`config.mk`:
```
export PLATFORM = sky130hd
export DESIGN_NAME = colpar_ctrl
export DESIGN_NICKNAME = d
export VERILOG_FILES = /design/src/rtl/colpar_ctrl.sv
export SDC_FILE = /design/constraint.sdc
export NUM_CORES = 1
export LEC_CHECK = 0
export CORE_ASPECT_RATIO = 1.75
export CORE_MARGIN = 5
export CORE_UTILIZATION = 25
export DETAILED_ROUTE_END_ITERATION = 16
export MAX_ROUTING_LAYER = met4
export PLACE_DENSITY = 0.5
export SYNTH_ARGS = -nofsm -noshare
export SYNTH_HDL_FRONTEND = slang
export SYNTH_SLANG_ARGS = --single-unit
```
`constraint.sdc`:
```
create_clock -name clk -period 1.6 [get_ports clk]
set_clock_uncertainty 0.15 [all_clocks]
set_input_delay 0.32 -clock clk [delete_from_list [all_inputs] [get_ports clk]]
set_output_delay 0.32 -clock clk [all_outputs]
set_load 0.02 [all_outputs]
```
`src/rtl/colpar_ctrl.sv`:
```
`default_nettype none
// ============================================================================
//  Module      : colpar_ctrl
//  Description : Sequencer for one theta pass over SLICES slices; optional
//                abort port pair enabled by macro COLPAR_CTRL_ABORT_EN.
//  Revision    : 1.0 - initial release
// ============================================================================
module colpar_ctrl #(
    parameter int SLICES = 64,
    parameter int ELEMS  = 25,
    parameter int AW     = 6
) (
    input  logic          clk,
    input  logic          rst,
    input  logic          start,
`ifdef COLPAR_CTRL_ABORT_EN
    input  logic          abort,
    output logic          aborted,
`endif
    output logic [AW-1:0] sliceAddr,
    output logic          sliceRead,
    output logic          sliceWrite,
    output logic          ldLineK,
    output logic          ldLinePK,
    output logic          copyKtoPK,
    output logic          colparIJrster,
    output logic          calcEn,
    output logic          busy,
    output logic          done
);

    typedef enum logic [2:0] {
        IDLE    = 3'd0,
        RD_LAST = 3'd1,
        RD_CUR  = 3'd2,
        INIT    = 3'd3,
        CALC    = 3'd4,
        WR      = 3'd5,
        DONE    = 3'd6
    } state_t;

    localparam logic [AW-1:0] c_LAST_SLICE = AW'(SLICES - 1);
    localparam logic [4:0]    c_LAST_ELEM  = 5'(ELEMS - 1);

    state_t        r_state;
    state_t        w_next;
    logic [AW-1:0] r_k;
    logic [4:0]    r_e;
    logic          w_abortHit;

`ifdef COLPAR_CTRL_ABORT_EN
    logic r_aborted;

    assign w_abortHit = abort && (r_state != IDLE) && (r_state != DONE);

    always_ff @(posedge clk) begin
        if (rst) r_aborted <= 1'b0;
        else     r_aborted <= w_abortHit;
    end

    assign aborted = r_aborted && !rst;
`else
    assign w_abortHit = 1'b0;
`endif

    always_ff @(posedge clk) begin
        if (rst) r_state <= IDLE;
        else     r_state <= w_next;
    end

    // k is cleared at the start of a pass and only advances on a completed write
    always_ff @(posedge clk) begin
        if (rst) begin
            r_k <= '0;
        end else if (r_state == RD_LAST) begin
            r_k <= '0;
        end else if (r_state == WR && r_k != c_LAST_SLICE && !w_abortHit) begin
            r_k <= r_k + 1'b1;
        end
    end

    always_ff @(posedge clk) begin
        if (rst)                  r_e <= '0;
        else if (r_state == INIT) r_e <= '0;
        else if (r_state == CALC) r_e <= r_e + 1'b1;
    end

    always_comb begin
        w_next        = r_state;
        sliceAddr     = '0;
        sliceRead     = 1'b0;
        sliceWrite    = 1'b0;
        ldLineK       = 1'b0;
        ldLinePK      = 1'b0;
        copyKtoPK     = 1'b0;
        colparIJrster = 1'b0;
        calcEn        = 1'b0;
        busy          = 1'b0;
        done          = 1'b0;

        case (r_state)
            IDLE:    if (start) w_next = RD_LAST;
            RD_LAST: begin
                sliceAddr = c_LAST_SLICE;
                sliceRead = 1'b1;
                ldLinePK  = 1'b1;
                w_next    = RD_CUR;
            end
            RD_CUR: begin
                sliceAddr = r_k;
                sliceRead = 1'b1;
                ldLineK   = 1'b1;
                w_next    = INIT;
            end
            INIT: begin
                colparIJrster = 1'b1;
                w_next        = CALC;
            end
            CALC: begin
                calcEn = 1'b1;
                if (r_e == c_LAST_ELEM) w_next = WR;
            end
            WR: begin
                sliceAddr  = r_k;
                sliceWrite = !w_abortHit;
                copyKtoPK  = 1'b1;
                w_next     = (r_k == c_LAST_SLICE) ? DONE : RD_CUR;
            end
            DONE: begin
                done   = 1'b1;
                w_next = IDLE;
            end
            default: w_next = IDLE;
        endcase

        busy = (r_state != IDLE);

        if (w_abortHit) w_next = IDLE;

        // Outputs are held quiet for the whole reset cycle, whatever the state
        if (rst) begin
            sliceAddr     = '0;
            sliceRead     = 1'b0;
            sliceWrite    = 1'b0;
            ldLineK       = 1'b0;
            ldLinePK      = 1'b0;
            copyKtoPK     = 1'b0;
            colparIJrster = 1'b0;
            calcEn        = 1'b0;
            busy          = 1'b0;
            done          = 1'b0;
        end
    end

endmodule
`default_nettype wire

```
## Word-level counts from Yosys, hierarchy flattened

Cells that the tools add are included.

| storage, ports and cells | value |
|---|---|
| register bits after elaboration | 14 |
| bits in latches | 0 |
| bits in writable memories | 0 |
| ROM bits | 0 |
| bits of input ports | 3 |
| logic and storage cells | 45 |
| memories | 0 |

| operators by class | value |
|---|---|
| add/subtract/negate cells | 2 |
| multipliers | 0 |
| divide/modulo/power cells | 0 |
| magnitude comparators | 0 |
| equal/unequal tests | 11 |
| shift-type cells | 0 |
| muxes and demuxes | 21 |
| bitwise gates (word level) | 0 |
| reduce and logical (&&, ||, !) cells | 8 |

Operators by type and width:

| cell | number |
|---|---|
| $pmux 3 s6 | 1 |
| $mux 1 | 15 |
| $pmux 6 s2 | 1 |
| $eq 3x3->1 const B | 3 |
| $mux 3 | 3 |
| $reduce_or 2->1 | 4 |
| $add 6x1->6 const B | 1 |
| $eq 3x2->1 const B | 2 |
| $eq 6x6->1 const B | 1 |
| $mux 6 | 1 |
| $ne 6x6->1 const B | 1 |
| $add 5x1->5 const B | 1 |
| $eq 5x5->1 const B | 1 |
| $eq 3x1->1 const B | 1 |
| $logic_not 3->1 | 1 |
| $reduce_bool 3->1 | 1 |
| $ne 2x1->1 const B | 1 |
| $ne 2x2->1 const B | 1 |
| $reduce_and 2->1 | 1 |
| $logic_and 1x1->1 | 1 |

## Logic depth before layout (Yosys ltp)

Gate-level depths: netlist of the first run.

| logic depth | value |
|---|---|
| depth in word-level cells | 4 |
| gate-level depth with buffers | 5 |
| mapped depth without buffers | 5 |

## Worst setup path before layout of the first run

Ideal clock, no wire load.

| path | value |
|---|---|
| path type | in2out |
| start | input rst |
| end | output sliceRead |
| data arrival time | 1425 ps |
| slack | -295 ps |
| stages | 4 |
| buffers on the path | 1 |
| path through | clkbuf_1 -> nand2b_1 -> nor3_1 -> or2_1 |

| between the ends | value |
|---|---|
| longest elaborated chain between the ends | 1 |

Ends and longest elaborated chain:

| what | RTL line | RTL |
|---|---|---|
| start: declaration | 14 | `input logic rst,` |
| $mux 1 | 141 | `if (rst) begin` |
| end: declaration | 21 | `output logic sliceRead,` |

Every way passes these cells.

## Final worst setup path of the first run

| path | value |
|---|---|
| start | register r_state[0] |
| end | output sliceRead |

| between the ends | value |
|---|---|
| longest elaborated chain between the ends | 4 |
| elaborated cells between the ends (all ways) | 5 |

Ends and longest elaborated chain:

| what | RTL line | RTL |
|---|---|---|
| start: declaration | 45 | `state_t r_state;` |
| start signal: assignment | 68 | `else r_state <= w_next;` |
| $eq 3x1->1 or $eq 3x2->1 (tied branches) | 101 | `case (r_state)` |
| $reduce_or 2->1 (no source line) (*) | n/a |  |
| $mux 1 (*) | 101 |  |
| $mux 1 (*) | 141 |  |

Mark *: on every way between the ends. The rest lies on a longest branch, timed or not.

==> results of run 1 <==
-- layer usage --
| layer | GRT usage [%] | vias up |
|---|---|---|
| li1 | - | 481 |
| met1 | 13.1 | 457 |
| met2 | 21.7 | 22 |
| met3 | 2.04 | 8 |
| met4 | 5.22 | 0 |
| met5 | - | - |
-- cells in the final DEF (no fill, tap or decap), types with 2 or more instances in the layout --
cell / Yosys / final
sky130_fd_sc_hd__a211oi_1: 2 / 2
sky130_fd_sc_hd__a21oi_1: 9 / 3
sky130_fd_sc_hd__a21oi_2: 0 / 6
sky130_fd_sc_hd__a2bb2oi_2: 0 / 5
sky130_fd_sc_hd__buf_4: 1 / 19
sky130_fd_sc_hd__buf_6: 0 / 21
sky130_fd_sc_hd__clkbuf_8: 0 / 4
sky130_fd_sc_hd__dfxtp_1: 14 / 9
sky130_fd_sc_hd__dfxtp_2: 0 / 4
sky130_fd_sc_hd__ha_1: 3 / 2
sky130_fd_sc_hd__inv_1: 3 / 3
sky130_fd_sc_hd__nand2_1: 5 / 3
sky130_fd_sc_hd__nand3_1: 2 / 2
sky130_fd_sc_hd__nand4_1: 3 / 3
sky130_fd_sc_hd__nor2_1: 21 / 13
sky130_fd_sc_hd__nor2_2: 0 / 6
sky130_fd_sc_hd__nor2_4: 0 / 2
sky130_fd_sc_hd__nor2b_4: 0 / 2
sky130_fd_sc_hd__nor3_1: 7 / 2
sky130_fd_sc_hd__nor3_2: 0 / 2
sky130_fd_sc_hd__nor3_4: 0 / 3
sky130_fd_sc_hd__o21ai_0: 4 / 4
sky130_fd_sc_hd__xor2_1: 4 / 4
-- power groups by stage --
stage          sequential (uW)  clock [uW]  combinational, uW
3_3_place_gp               370           0                226
4_1_cts                    366         357                280
3_5_place_dp               371           0                230
2_1_floorplan              370           0                148
6_report                   366         351                301
5_1_grt                    367         379                324
-- worst min-delay path, delay by kind of cell (launching register included) --
kind,cells,cell delay (ps)
flops,1,360
simple gates,1,70
xor+xnor,1,80
-- worst paths after layout --
| path | start | to | slack [ps] | depth (start not counted) |
|---|---|---|---|---|
| setup / recovery | r_state[0] | sliceRead | -240 | 6 |
| hold / removal | r_e[4] | r_e[4] | 380 | 2 |
| setup reg to reg | r_state[1] | r_k[3] | -40 | 5 |
| hold reg to reg | r_e[4] | r_e[4] | 380 | 2 |
-- repair_timing --
| action | in CTS | in global routing |
|---|---|---|
| setup endpoints to repair | 19 | 24 |
| hold endpoints to repair | 0 | 0 |
| cloned | 1 | 0 |
| resized for setup | 117 | 16 |
| pin swaps | 9 | 10 |
| buffers inserted | 2 | 4 |
-- cells by family after synthesis --
| kind of cell | Yosys count | synth area share, % |
|---|---|---|
| flip-flops | 14 | 32.4 |
| AO/OA/AOI/OAI | 28 | 21.5 |
| XOR/XNOR | 5 | 5.06 |
| adder cells (fa/ha/maj) | 3 | 4.34 |
| AND/OR/NAND/NOR | 51 | 31.4 |
| buffers and inverters | 10 | 5.35 |
-- state kept, by name (all words and copies together), names as in the netlist --
signal and cells:
r_k 6, r_state 3, r_e 5
-- per-stage QoR --
stage | hold slack (ps) | utilization, % | instance area (um2) | setup WS (ps) | power (uW)
after floorplan | 330 | - | 938 | -40.3 | 518
after detailed placement | 368 | 38.7 | 1300 | -702 | 600
after global routing | 431 | 46.7 | 1570 | -289 | 1070
final | 384 | 46.7 | 1570 | -244 | 1020
after global placement | 352 | 38.7 | 1300 | -698 | 596
after CTS | 381 | 44.6 | 1500 | -229 | 1000
-- cell type report --
class,instances,area (um2),share of cell area [%]
multi-input cells,87,722,45.9
well taps,45,56.3,3.58
inverters,3,11.3,0.717
repair buffers,45,438,27.9
clock buffers,4,55.1,3.50
flip-flops and latches,14,289,18.4
==> summary.txt, run 1 <==
CP delay by family, top: buffers and inverters
Async set-or-reset flop fraction in the synthesized netlist: 0%
Cell with the most instances after synthesis: sky130_fd_sc_hd__nor2_1
Floorplan die area: 0.00479 mm2
Final count of hold timing violations: 0
Detailed-routing iteration count for the pre-antenna-repair pass: 4
CTS tree: done
Via count of the first global-routing pass: 976
Combinational share of power: 29.5%
Maximum clock path buffer count: 2
Global router's overall resource usage: 12.4%
Number of inserted diodes: 0
Post-DR vias/cell: 4.89
RSZ-0062 raised after global routing: yes
Data arrival time of the critical path: 1370 ps
Number of placed instances with taps included: 189
Number of DRC violations after detailed-routing iteration 0: 12
Uppermost signal routing layer after detailed routing: met4
Per-instance average area after synthesis: 7.80 um2
Detailed Place HPWL: 1850 um
Number of buffers added on ports: 17
Sequential-to-total area share from yosys stat: 32.4%
Die Span Y: 87.9 um
Switching fraction of total power: 28.8%
Static leakage power: 0.000643 uW
Hold Crit Class: reg2reg
Critical Path Most Common Cell: sky130_fd_sc_hd__buf_4
Combined area of all synthesized cells: 866 um2
Maximum vdd ir drop: 0.629 mV
Period utilization: 115%
Post-synth top area share: 32.4%
Via count: 968
Number of hold buffers added after CTS: 0
Seq pwr share: 36.0%
Remaining antenna violation count after routing: 0
Final slew viol count: 0
Mapped Nets: 117
Violations in the final reports: setup timing
Largest cells by area after synthesis: sky130_fd_sc_hd__dfxtp_1 (32%), sky130_fd_sc_hd__nor2_1 (9.1%), sky130_fd_sc_hd__a2bb2oi_1 (6.1%)
Starting Density: 25.7%
Met2 routed WL: 1410 um
TNS Setup: -2100 ps
Outcome: finished with violations
Number of failing setup endpoints in the final timing report: 16
Die span in x: 54.5 um
H-tree depth: 1
Cts bufs inserted: 3
EDFF count, synth: 0
Number of placement rows: 28
Final Non-Filler Cells: 198
Commonest cells in the synthesized netlist: sky130_fd_sc_hd__nor2_1 (21), sky130_fd_sc_hd__dfxtp_1 (14), sky130_fd_sc_hd__a21oi_1 (9), sky130_fd_sc_hd__nor3_1 (7), sky130_fd_sc_hd__a2bb2oi_1 (6)
Aggregate routed wire length: 2510 um
Number of warning messages in the yosys log: 0
Share of layout cells above drive strength 1: 58.2%
Clock slew seen by the registers of the worst setup and hold paths: 60 ps
Number of flip-flops and latches in the synthesized netlist: 14
Pwr per Cell Area: 648 mW/mm2
Final-stage net count: 160
Relative slew slack: 78.0%
Clock network power share: 34.5%
Number of antenna violations at the first check in global routing: 0
Number of fillers in the final layout: 362
CTS root buffer: sky130_fd_sc_hd__clkbuf_8
Number of buffer and inverter instances along the worst setup path: 3
Worst-case setup margin in the final layout: -244 ps
Clock net sink count: 14
Nature of the critical path endpoint: output port
Synthesized instance count: 111
Path type of the worst setup path: reg2out
Cell type with the highest aggregate area in the netlist: sky130_fd_sc_hd__dfxtp_1
Max capacitance violation total: 0
Minimum period implied by the final worst setup slack: 1840 ps
GP Congestion: 0.847
Detailed-routed wire length on met3: 70 um
Top-level I/O count: 18
Post-Route M1 WL: 943 um
Global-route wire length before repair: 4310 um
Switching Power: 293 uW
Synthesis-to-layout area growth: 81.5%
CP max stage cell: sky130_fd_sc_hd__dfxtp_2
Highest clock rate: 0.542 GHz
Worst-path cell chain: buf_4, buf_8, nand2_4, nor3_4, or2_4, buf_4
Kind of start point of the critical path: flop
CP max FO: 6
Maximum number of pins on one net before global-route repair: 16
Worst stage delay on the critical path: 340 ps
Predominant post-synthesis flop cell: sky130_fd_sc_hd__dfxtp_1
Standard cell core area: 0.00336 mm2
Crit path required time: 1130 ps
Distinct cells, synth: 33
Clock latency on the worst-skew pair: 250 ps
Tightest Pin Transition: 329 ps
GRT overflow: 0
Power Internal: 725 uW
Final routed DRC violation total: 0
Drt wl/cell: 12.7 um
Note: power is estimated with default switching activity, not from simulation.
==> run 2, diff against run 1 <==
--- a/config.mk
+++ b/config.mk
@@ -5,7 +5,7 @@
 export SDC_FILE = /design/constraint.sdc
 export NUM_CORES = 1
 export LEC_CHECK = 0
-export CORE_ASPECT_RATIO = 1.75
+export CORE_ASPECT_RATIO = 0.75
 export CORE_MARGIN = 5
 export CORE_UTILIZATION = 25
 export DETAILED_ROUTE_END_ITERATION = 16
==> summary.txt, run 2 (same netlist as run 1, synthesis figures left out) <==
Outcome: finished with violations
Violations in the final reports: setup timing
Aggregate routed wire length: 2670 um
CTS tree: done
Die Span Y: 61.0 um
Number of buffer and inverter instances along the worst setup path: 1
GP Congestion: 0.798
Period utilization: 116%
Worst-case setup margin in the final layout: -252 ps
Maximum vdd ir drop: 0.293 mV
Area of combinational cells with multiple inputs: 754 um2
Top-level I/O count: 18
Pwr per Cell Area: 629 mW/mm2
Number of placement rows: 18
Path type of the worst setup path: reg2out
Minimum hold slack: 369 ps
Worst stage delay on the critical path: 340 ps
H-tree depth: 1
Final slew viol count: 0
Final count of hold timing violations: 0
Minimum period implied by the final worst setup slack: 1850 ps
Commonest cells after routing, fill and taps aside: sky130_fd_sc_hd__buf_4 (29), sky130_fd_sc_hd__buf_6 (18), sky130_fd_sc_hd__nor2_1 (13)
Nature of the critical path endpoint: output port
Post-DR vias/cell: 4.96
CP delay by family, top: simple AND/OR/NAND/NOR gates
Data arrival time of the critical path: 1380 ps
Number of buffers added on ports: 17
Detailed-routing iteration count for the pre-antenna-repair pass: 4
R2R Setup Slk: 20 ps
CP max stage cell: sky130_fd_sc_hd__dfxtp_2
Floorplan die area: 0.00475 mm2
Crit path required time: 1130 ps
Highest clock rate: 0.540 GHz
Die span in x: 78.0 um
Standard cell core area: 0.00331 mm2
Hold Crit Class: reg2reg
Relative slew slack: 78.2%
Remaining antenna violation count after routing: 0
Final routed DRC violation total: 0
Synthesis-to-layout area growth: 90.2%
Clock slew seen by the registers of the worst setup and hold paths: 70 ps
Global router's overall resource usage: 11.8%
Static leakage power: 0.000691 uW
Via count: 992
Number of DRC violations after detailed-routing iteration 0: 29
Number of fillers in the final layout: 296
Top flop regs: r_k (6), r_e (5), r_state (3)
End-of-flow core utilization: 49.7%
Flip-flop count of the largest register after layout: 6
Most common cell after layout, fill and taps aside: sky130_fd_sc_hd__buf_4
CTS root buffer: sky130_fd_sc_hd__clkbuf_8
Number of hold buffers added after CTS: 0
Kind of start point of the critical path: flop
Number of antenna violations at the first check in global routing: 0
Starting Density: 26.2%
Worst-path cell chain: and2b_4, a21oi_2, a2bb2oi_2, nor2_2, buf_6
Clock latency on the worst-skew pair: 240 ps
Drt wl/cell: 13.3 um
Maximum number of pins on one net before global-route repair: 14
Via count of the first global-routing pass: 933
GRT overflow: 0
RSZ-0062 raised after global routing: yes
Register area: 292 um2
Share of layout cells above drive strength 1: 63.1%
Cts bufs inserted: 3
Number of failing setup endpoints in the final timing report: 14
Register name with the most flops: r_k
Maximum clock path buffer count: 2
Number of inserted diodes: 0
Clock net sink count: 14
Global-route wire length before repair: 4330 um
CP max FO: 7
Max capacitance violation total: 0
Detailed Place HPWL: 1900 um
Final-stage net count: 167
Tightest Pin Transition: 318 ps
## run 2: final cells by class
class,instances,area share (%)
Sequential cell,14,17.7
Inverter,3,0.684
Tap cell,40,3.04
Clock buffer,4,3.34
Multi-Input combinational cell,87,45.8
Timing Repair Buffer,52,29.4
## run 2: where the power goes
part	leakage [uW]	switching, uW	internal [uW]	total, uW
sequential	0.000116	11.7	355	367
clock	0.0000288	138	218	356
combinational	0.000546	154	160	314
## run 2: worst register-to-register path: cells and delay by family (launching register included)
family                   cells  cell delay (ps)
flip-flops                   1              340
adder cells (fa/ha/maj)      1              160
AO/OA/AOI/OAI                2              180
AND/OR/NAND/NOR              2              580
buffers and inverters        1              120
## run 2: final timing paths
path                            cells past startpoint  startpoint            to
worst max-delay path                                5  r_state[0]  sliceAddr[1]
worst min-delay path                                2      r_e[4]        r_e[4]
worst max register to register                      6      r_k[1]        r_k[3]
worst min register to register                      2      r_e[4]        r_e[4]
## run 2: through the flow
step	total power, uW	instances	area (um2)	worst slack [ps]	setup TNS, ps
2_1_floorplan	518	111	938	-40.3	-40.3
3_3_place_gp	625	192	1370	-678	-11500
3_5_place_dp	628	192	1370	-718	-12130
4_1_cts	1020	197	1530	-242	-2010
5_1_grt	1080	200	1650	-316	-2950
6_report	1040	200	1650	-252	-1950
## run 2: what timing repair did
| action | 4_1_cts | 5_1_grt |
|---|---|---|
| resized for setup | 112 | 22 |
| pin swaps | 6 | 6 |
| setup buffers | 1 | 3 |
| endpoints found under the setup margin | 19 | 19 |
| hold endpoints to repair | 0 | 0 |
## run 2: metal layers
metal  part of all wire (%)  global-route usage, %  vias up  routed length (um)
met5                      0                      -        -                   0
met4                    1.1                   3.86        0                  30
met3                    2.2                   1.48        2                  59
met2                     46                   17.7       18                1230
met1                     50                   16.6      478                1350
li1                       -                      -      494                   -
